File: src/rtl/booth_pkg.sv
// Shared types and saturation limits for the Booth product accumulator.
package booth_pkg;

   localparam int PROD_W = 8;

   typedef enum logic [1:0] {
      S_START = 2'd0,
      S_WAIT  = 2'd1,
      S_OUT   = 2'd2
   } state_t;

   function automatic int sat_max(input int w);
      return (1 << (w - 1)) - 1;
   endfunction

   function automatic int sat_min(input int w);
      return -(1 << (w - 1));
   endfunction

endpackage

File: src/rtl/booth_sat_add.sv
// Sign-extending saturating adder: acc + sext(prod), clamped to ACC_W bits.
module booth_sat_add
   import booth_pkg::*;
#(
   parameter int ACC_W = 12
) (
   input  logic [ACC_W-1:0]  a,
   input  logic [PROD_W-1:0] b,
   output logic [ACC_W-1:0]  y,
   output logic              ovf
);

   localparam logic signed [ACC_W:0] HI = (ACC_W+1)'(sat_max(ACC_W));
   localparam logic signed [ACC_W:0] LO = (ACC_W+1)'(sat_min(ACC_W));

   logic signed [ACC_W:0] a_x;
   logic signed [ACC_W:0] b_x;
   logic signed [ACC_W:0] full;

   // One guard bit is enough: an 8-bit addend cannot carry past it.
   always_comb begin
      a_x  = $signed({a[ACC_W-1], a});
      b_x  = $signed({{(ACC_W+1-PROD_W){b[PROD_W-1]}}, b});
      full = a_x + b_x;
      y    = full[ACC_W-1:0];
      ovf  = 1'b0;
      if (full > HI) begin
         y   = HI[ACC_W-1:0];
         ovf = 1'b1;
      end else if (full < LO) begin
         y   = LO[ACC_W-1:0];
         ovf = 1'b1;
      end
   end

endmodule

File: src/rtl/booth_product_accumulator.sv
// Accumulates TERMS signed Booth products per frame into a saturating sum
// and presents it on a valid/ready handshake.
module booth_product_accumulator
   import booth_pkg::*;
#(
   parameter int ACC_W = 12,
   parameter int TERMS = 4
) (
   input  logic             Clk,
   input  logic             Rst,
   input  logic             Prod_valid,
   input  logic [7:0]       Prod,
   input  logic             Clear,
   input  logic             Sum_ready,
   output logic [ACC_W-1:0] Sum,
   output logic             Sum_valid,
   output logic             Sat,
   output logic             Mul_start,
   output logic             Busy
);

   localparam logic [3:0] LAST = 4'(TERMS - 1);

   state_t           state;
   state_t           state_n;
   logic [ACC_W-1:0] acc;
   logic [3:0]       cnt;
   logic             pv_q;
   logic             start_q;
   logic             rise;
   logic             last;
   logic [ACC_W-1:0] add_y;
   logic             add_ovf;

   booth_sat_add #(
      .ACC_W (ACC_W)
   ) u_add (
      .a   (acc),
      .b   (Prod),
      .y   (add_y),
      .ovf (add_ovf)
   );

   assign rise      = Prod_valid & ~pv_q;
   assign last      = (cnt == LAST);
   assign Mul_start = start_q;
   assign Busy      = (state == S_WAIT) || (state == S_OUT);

   always_ff @(posedge Clk or posedge Rst) begin
      if (Rst) begin
         state <= S_START;
      end else begin
         state <= state_n;
      end
   end

   always_comb begin
      state_n = state;
      unique case (state)
         S_START: state_n = S_WAIT;
         S_WAIT: begin
            if (rise) begin
               state_n = last ? S_OUT : S_START;
            end
         end
         S_OUT: begin
            if (Sum_ready) begin
               state_n = S_START;
            end
         end
         default: state_n = S_START;
      endcase
      if (Clear) begin
         state_n = S_START;
      end
   end

   // Mul_start is the START state delayed one cycle, so it stays low in reset.
   always_ff @(posedge Clk or posedge Rst) begin
      if (Rst) begin
         start_q <= 1'b0;
      end else begin
         start_q <= (state == S_START) & ~Clear;
      end
   end

   always_ff @(posedge Clk or posedge Rst) begin
      if (Rst) begin
         pv_q      <= 1'b1;
         acc       <= '0;
         cnt       <= '0;
         Sum       <= '0;
         Sum_valid <= 1'b0;
         Sat       <= 1'b0;
      end else begin
         pv_q <= Prod_valid;
         if (Clear) begin
            acc       <= '0;
            cnt       <= '0;
            Sat       <= 1'b0;
            Sum_valid <= 1'b0;
         end else begin
            unique case (state)
               S_WAIT: begin
                  if (rise) begin
                     acc <= add_y;
                     cnt <= cnt + 4'd1;
                     if (add_ovf) begin
                        Sat <= 1'b1;
                     end
                     if (last) begin
                        Sum       <= add_y;
                        Sum_valid <= 1'b1;
                     end
                  end
               end
               S_OUT: begin
                  if (Sum_ready) begin
                     Sum_valid <= 1'b0;
                     acc       <= '0;
                     cnt       <= '0;
                     Sat       <= 1'b0;
                  end
               end
               default: ;
            endcase
         end
      end
   end

endmodule

File: config.mk
export PLATFORM = sky130hd
export DESIGN_NAME = booth_product_accumulator
export DESIGN_NICKNAME = d
export VERILOG_FILES = /design/src/rtl/booth_pkg.sv /design/src/rtl/booth_sat_add.sv /design/src/rtl/booth_product_accumulator.sv
export SDC_FILE = /design/constraint.sdc
export NUM_CORES = 1
export LEC_CHECK = 0
export ABC_AREA = 0
export BUFFER_PORTS_ARGS = -buffer_cell sky130_fd_sc_hd__buf_2
export CELL_PAD_IN_SITES_DETAIL_PLACEMENT = 2
export CELL_PAD_IN_SITES_GLOBAL_PLACEMENT = 2
export CORE_AREA = 3 3 96 98
export CTS_CLUSTER_SIZE = 30
export DETAILED_ROUTE_END_ITERATION = 6
export DIE_AREA = 0 0 99 101
export GPL_TIMING_DRIVEN = 0
export MAX_ROUTING_LAYER = met4
export PLACE_DENSITY = 0.67
export SLEW_MARGIN = 40
export SYNTH_ARGS = -nofsm -noshare
export SYNTH_HDL_FRONTEND = slang
export SYNTH_SLANG_ARGS = --single-unit
export TNS_END_PERCENT = 5
File: constraint.sdc
create_clock -name Clk -period 7.95 [get_ports Clk]
set_clock_uncertainty 0.2 [all_clocks]
set_input_delay 1.1925 -clock Clk [delete_from_list [all_inputs] [get_ports Clk]]
set_output_delay 1.1925 -clock Clk [all_outputs]
set_load 0.01 [all_outputs]
* Yosys cells after proc, flatten, opt, wreduce, memory -nomap -nowiden
Cells that the tools add are included.
** Operators by class
- Add/subtract/negate cells :: 2
- Magnitude comparators :: 2
- Equality and inequality tests :: 7
- Muxes and demuxes :: 26
- Bitwise gates (word level) :: 4
- Reduce and logical (&&, ||, !) cells :: 8
** Operators with widths (number)
- 12-bit two-way mux :: 5
- 12-bit case mux with 2 select lines :: 1
- 12-bit by 8-bit adder with 13-bit output :: 1
- 13-bit by 12-bit > comparator with 1-bit output, second input constant :: 1
- 13-bit by 12-bit < comparator with 1-bit output, second input constant :: 1
- 4-bit two-way mux :: 3
- 3-bit != test, second input constant :: 4
- 4-bit AND reduction :: 3
- 1-bit two-way mux :: 9
- 2-bit two-way mux :: 4
- 4-bit case mux with 2 select lines :: 1
- 2-bit case mux with 3 select lines :: 1
- 4-bit by 1-bit adder with 4-bit output, second input constant :: 1
- 4-bit by 2-bit == test with 1-bit output, second input constant :: 1
- 1-bit case mux with 2 select lines :: 2
- 3-bit AND reduction :: 1
- 3-bit nonzero test :: 1
- 1-bit bitwise AND :: 2
- 2-bit by 1-bit == test with 1-bit output, second input constant :: 1
- 2-bit == test, second input constant :: 1
- 2-bit logical NOT :: 1
- 1-bit NOT :: 2
- 2-bit AND reduction :: 1
- 1-bit logical OR :: 1
** Word-level totals
- Flip-flop bits (word level) :: 34
- Input bits :: 13
- Output and inout bits :: 16

* Logic depth before layout (Yosys ltp)
- Depth after elaboration :: 8
- Gate-level depth with buffers :: 11
- Gate-level depth less buffers :: 10

* Modules after synthesis
A second synthesis with hierarchy kept.
** Second synthesis, totals
- Cells, all modules :: 238
- Area total of the unflattened synthesis :: 2443.6 um^2
** Modules (own cells, without submodules)
- booth_product_accumulator :: times used 1, cells an instance 109, area each 1480.2 um^2
- booth_sat_add :: times used 1, cells an instance 129, area each 963.4 um^2

* Worst setup path after synthesis
Ideal clock, no wire load.
- Kind :: input to register
- Start :: input Prod[0]
- End :: register Sat
- Library setup time :: 0.132 ns
- Arrival time :: 3.052 ns
- Data required time :: 7.618 ns
- Slack :: 4.566 ns
- Stages :: 11
- Path buffers :: 1
- Cell sequence :: ha_1 inv_1 fa_1 nand2b_1 a21oi_1 o21ai_0 a31oi_2 buf_2 nand2_1 o21ai_1 o211ai_1
** Between the ends
- Longest elaborated chain between the ends :: 6
** RTL lines
- start, declared :: RTL line booth_product_accumulator.sv:12 : input logic [7:0] Prod,
- 12-bit by 8-bit adder with 13-bit output * :: RTL line booth_sat_add.sv:24 : full = a_x + b_x;
- 13-bit by 12-bit < comparator with 1-bit output :: RTL line booth_sat_add.sv:30 : end else if (full < LO) begin
- 1-bit two-way mux :: RTL line booth_sat_add.sv:30
- 1-bit two-way mux * :: RTL line booth_sat_add.sv:27 : if (full > HI) begin
- 3-bit != test (no line) *
- 4-bit AND reduction (no line) *
- end signal, assigned :: RTL line booth_product_accumulator.sv:94 : Sat <= 1'b0;
- end signal, assigned :: RTL line booth_product_accumulator.sv:100 : Sat <= 1'b0;
- end signal, assigned :: RTL line booth_product_accumulator.sv:109 : Sat <= 1'b1;
- end, declared :: RTL line booth_product_accumulator.sv:17 : output logic Sat,
Every way passes the cells marked *; elsewhere a longest branch is shown, timed or not.
A chain may end at the register's enable or synchronous reset.

* Final worst setup path
- Start :: input Prod[0]
- End :: register acc[5]
** Between the ends
- Longest elaborated chain between the ends :: 7
** RTL lines
- 12-bit by 8-bit adder with 13-bit output * :: RTL line booth_sat_add.sv:24
- 13-bit by 12-bit < comparator with 1-bit output :: RTL line booth_sat_add.sv:30
- 12-bit two-way mux :: RTL line booth_sat_add.sv:30
- 12-bit two-way mux * :: RTL line booth_sat_add.sv:27
- 12-bit two-way mux * :: RTL line booth_product_accumulator.sv:105 : if (rise) begin
- 12-bit case mux with 2 select lines * :: RTL line booth_product_accumulator.sv:103 : unique case (state)
- 12-bit two-way mux * :: RTL line booth_product_accumulator.sv:97 : if (Clear) begin
- end signal, assigned :: RTL line booth_product_accumulator.sv:106 : acc <= add_y;
- end, declared :: RTL line booth_product_accumulator.sv:26 : logic [ACC_W-1:0] acc;
Every way passes the cells marked *; elsewhere a longest branch is shown, timed or not. The select of a mux whose other input is x is not followed.

==> impl_metrics.csv <==
group,metric,value,unit
synth,synthCells,216,
synth,yosys.area_share.adder,11.0,%
finish,utilization,27.8,%
synth,ys_warn_count,0,
synth,yosys.cell_types.count,38,
clock_network,htree_levels,2,
global_route,gr-usage-all-layers,12.9,%
clock_network,cts_tree,"done",
clock_network,cts_buffers,5,
synth,ys_ff_latch,34,
sta,period_needed,3.71,ns
sta,relSlewSlack,56.5,%
synth,synth_top_cell_by_area,"dfrtp_1",
sta,tns,0,ns
clock_network,root_buffer,"clkbuf_8",
sta,rsz0062_at_grt,"false",
synth,synth_flop_cell,"dfrtp_1",
finish,finalInstanceArea,2370,sq um
floorplan,ios,29,
synth,synth_top_cell_area_share,41.1,%
worst_setup_path,worst-endpoint-arrival,3.69,ns
synth,synth-compound-area-share,23.8,%
worst_setup_path,setup.worst_path.end_class,"flop",
worst_setup_path,critical_path.startpoint,"Prod[0]",
clock_network,post_cts_buffers,0,
synth,yosys.cell_count.top_type,"dfrtp_1",
synth,yosys.area_share.simple,14.2,%
synth,syn_area_per_cell,9.29,sq um
drt,vias,1713,
synth,synth_area,2010,sq um
floorplan,fp.dieW,99,um
drt,antenna_left,0,
sta,setup_slack,4.24,ns
sta,tightest_slew,0.648,ns
drt,detail_route.iter0.violations,54,
worst_setup_path,ff2ff_setup_slack,4.88,ns
floorplan,rows,34,
sta,setup_viol,0,
synth,synth_top_family_by_area,"compound AO/OA/AOI/OAI gates",
clock_network,ctsHoldBuffers,0,
power,p_leak,0.00115,uW
synth,syn_nets,246,
worst_setup_path,worstPathRequired,7.93,ns
global_route,grt_pass1_vias,1910,
synth,synth_commonest_cells,"dfrtp_1, o21ai_0, nand2_1, a21oi_1, ha_1",
flow_run,maxCapViolCount,0,
drt,wl_per_cell,16.4,um
power,irDropWorstVdd,0.0000883,V
finish,drive_gt1_share,19.0,%
worst_hold_path,hold_class,"flop to flop",
sta,drv_slew,0,
global_route,grt_max_degree,35,
worst_setup_path,worstSetupPathType,"input port to flop",
sta,hold_violations,0,
power,finalPower,563,uW
clock_network,clockBufferDepth,2,
synth,synth_edf_count,0,
global_route,grt_pass1_wl,9980,um
clock_network,cts_num_sinks,34,
global_route,grt_overflow,0,
finish,area_growth,18.3,%
drt,dr.pass1.iters,4,
synth,synth.area.mux_share,1.68,%
clock_network,cts.clk_slew.worst_paths,0.07,ns
worst_setup_path,crit_end,"acc[5]",
floorplan,coreArea,8550,sq um
sta,period_share,46.6,%
worst_setup_path,r2r_end,"acc[5]",
placed_design,gp_congestion,0.784,
placed_design,dpl_cell_area,2280,sq um
placed_design,placement.io_buffers,28,
status,status,"completed",
clock_network,cts_resized,0,
floorplan,start_util,23.5,%
worst_setup_path,ff2ff_path_depth,10,
finish,nets,281,
power,powerDensity,237,nW/um^2
drt,wl,5900,um
drt,drcViolationCount,0,
drt,drt-vias-per-instance,4.76,
floorplan,die_area,10000,sq um
worst_setup_path,cp-start-kind,"input port",
clock_network,clk_latency,0.28,ns
synth,synth_seq_area_share,42.5,%
synth,synth_area_leaders,"dfrtp_1, ha_1, o21ai_0, nand2_1, a21oi_1",
worst_setup_path,critPathMaxFanout,10,
synth,synth-xor-area-share,3.49,%
sta,timing.fmax,270,MHz
synth,async_flop_share,100,%
placed_design,place_ws,3.95,ns
floorplan,fp.dieH,101,um
worst_hold_path,hp-start,"Sum[6]",
worst_setup_path,r2r_start,"acc[0]",
placed_design,dpl.hpwl,4560,um
finish,diodes,0,
global_route,antenna_found_initial,0,
## layer usage
layer / routed length (um) / part of all wire, % / up-vias / track usage (%)
li1: - / - / 840 / -
met1: 2820 / 48 / 845 / 16.4
met2: 2910 / 49 / 22 / 21.6
met3: 112 / 1.9 / 6 / 1.59
met4: 55 / 0.93 / 0 / 3.78
met5: 0 / 0 / - / -
## where the power goes
| group | switching [uW] | leakage [uW] | total, uW | internal, uW |
|---|---|---|---|---|
| registers | 15.2 | 0.000459 | 210 | 195 |
| clock network | 61.5 | 0.0000482 | 131 | 69.9 |
| logic | 135 | 0.000638 | 222 | 87.0 |
## worst max-delay path, stage by stage
cell	delay (ns)
buf_2	0.08
ha_1	0.22
inv_1	0.08
fa_1	0.40
nand2b_1	0.20
a21oi_1	0.27
o21ai_0	0.25
a31oi_2	0.33
buf_2	0.29
a21oi_1	0.13
o21ai_0	0.23
## area by class of cell
| type | instances | area [sq um] |
|---|---|---|
| Buffer | 7 | 30.0 |
| Sequential cell | 34 | 852 |
| Clock inverter | 1 | 5.00 |
| Timing Repair Buffer | 28 | 140 |
| Clock buffer | 7 | 86.3 |
| Fill cell | 980 | 6180 |
| Tap cell | 108 | 135 |
| Multi-Input combinational cell | 165 | 1090 |
| Inverter | 10 | 38.8 |
## metrics by stage
step | cells | hold slack (ns)
CTS | 360 | 0.294
detailed placement | 352 | 0.273
global placement | 352 | 0.265
finish | 360 | 0.285
global route | 360 | 0.307
floorplan | 216 | 0.254
## registers in the layout, indices dropped and copies added (netlist names)
register   cells
Mul_start      1
Sum           12
acc           12
pv_q           1
Sum_valid      1
cnt            4
state          2
Sat            1
## logic make-up after synthesis
| logic type | count (synthesis) |
|---|---|
| AO/OA/AOI/OAI | 77 |
| XOR/XNOR | 8 |
| adder cells (fa/ha/maj) | 17 |
| buffers and inverters | 17 |
| flip-flops | 34 |
| multiplexers | 3 |
| AND/OR/NAND/NOR | 60 |
## worst min path at each step
stage | to | cells past startpoint
final | Sum[6] | 2
after global placement | Sum[0] | 2
after CTS | Sum[1] | 2
after floorplan | acc[0] | 2
after detailed placement | Sum[0] | 2
after global routing | acc[0] | 2
## cell usage in the layout, fill, tap and decap left out, types with 2 or more instances in the layout
cell / synthesis / final
buf_2: 3 / 31
nand3_1: 5 / 5
a31o_1: 2 / 2
xor2_1: 2 / 2
nand2_1: 27 / 27
mux2_2: 3 / 3
xnor2_1: 6 / 6
o211ai_1: 3 / 3
a22o_1: 5 / 5
clkbuf_8: 0 / 6
nor2_1: 8 / 8
nor2b_1: 5 / 5
nand4_1: 2 / 2
a21oi_1: 19 / 19
ha_1: 16 / 16
dfrtp_1: 33 / 33
o21ai_1: 5 / 5
o21ai_0: 29 / 29
nand2b_1: 6 / 6
a21o_1: 6 / 6
inv_1: 10 / 9
clkbuf_1: 4 / 5
clkinv_2: 0 / 2
No activity file was read; power rests on OpenSTA's default activity.
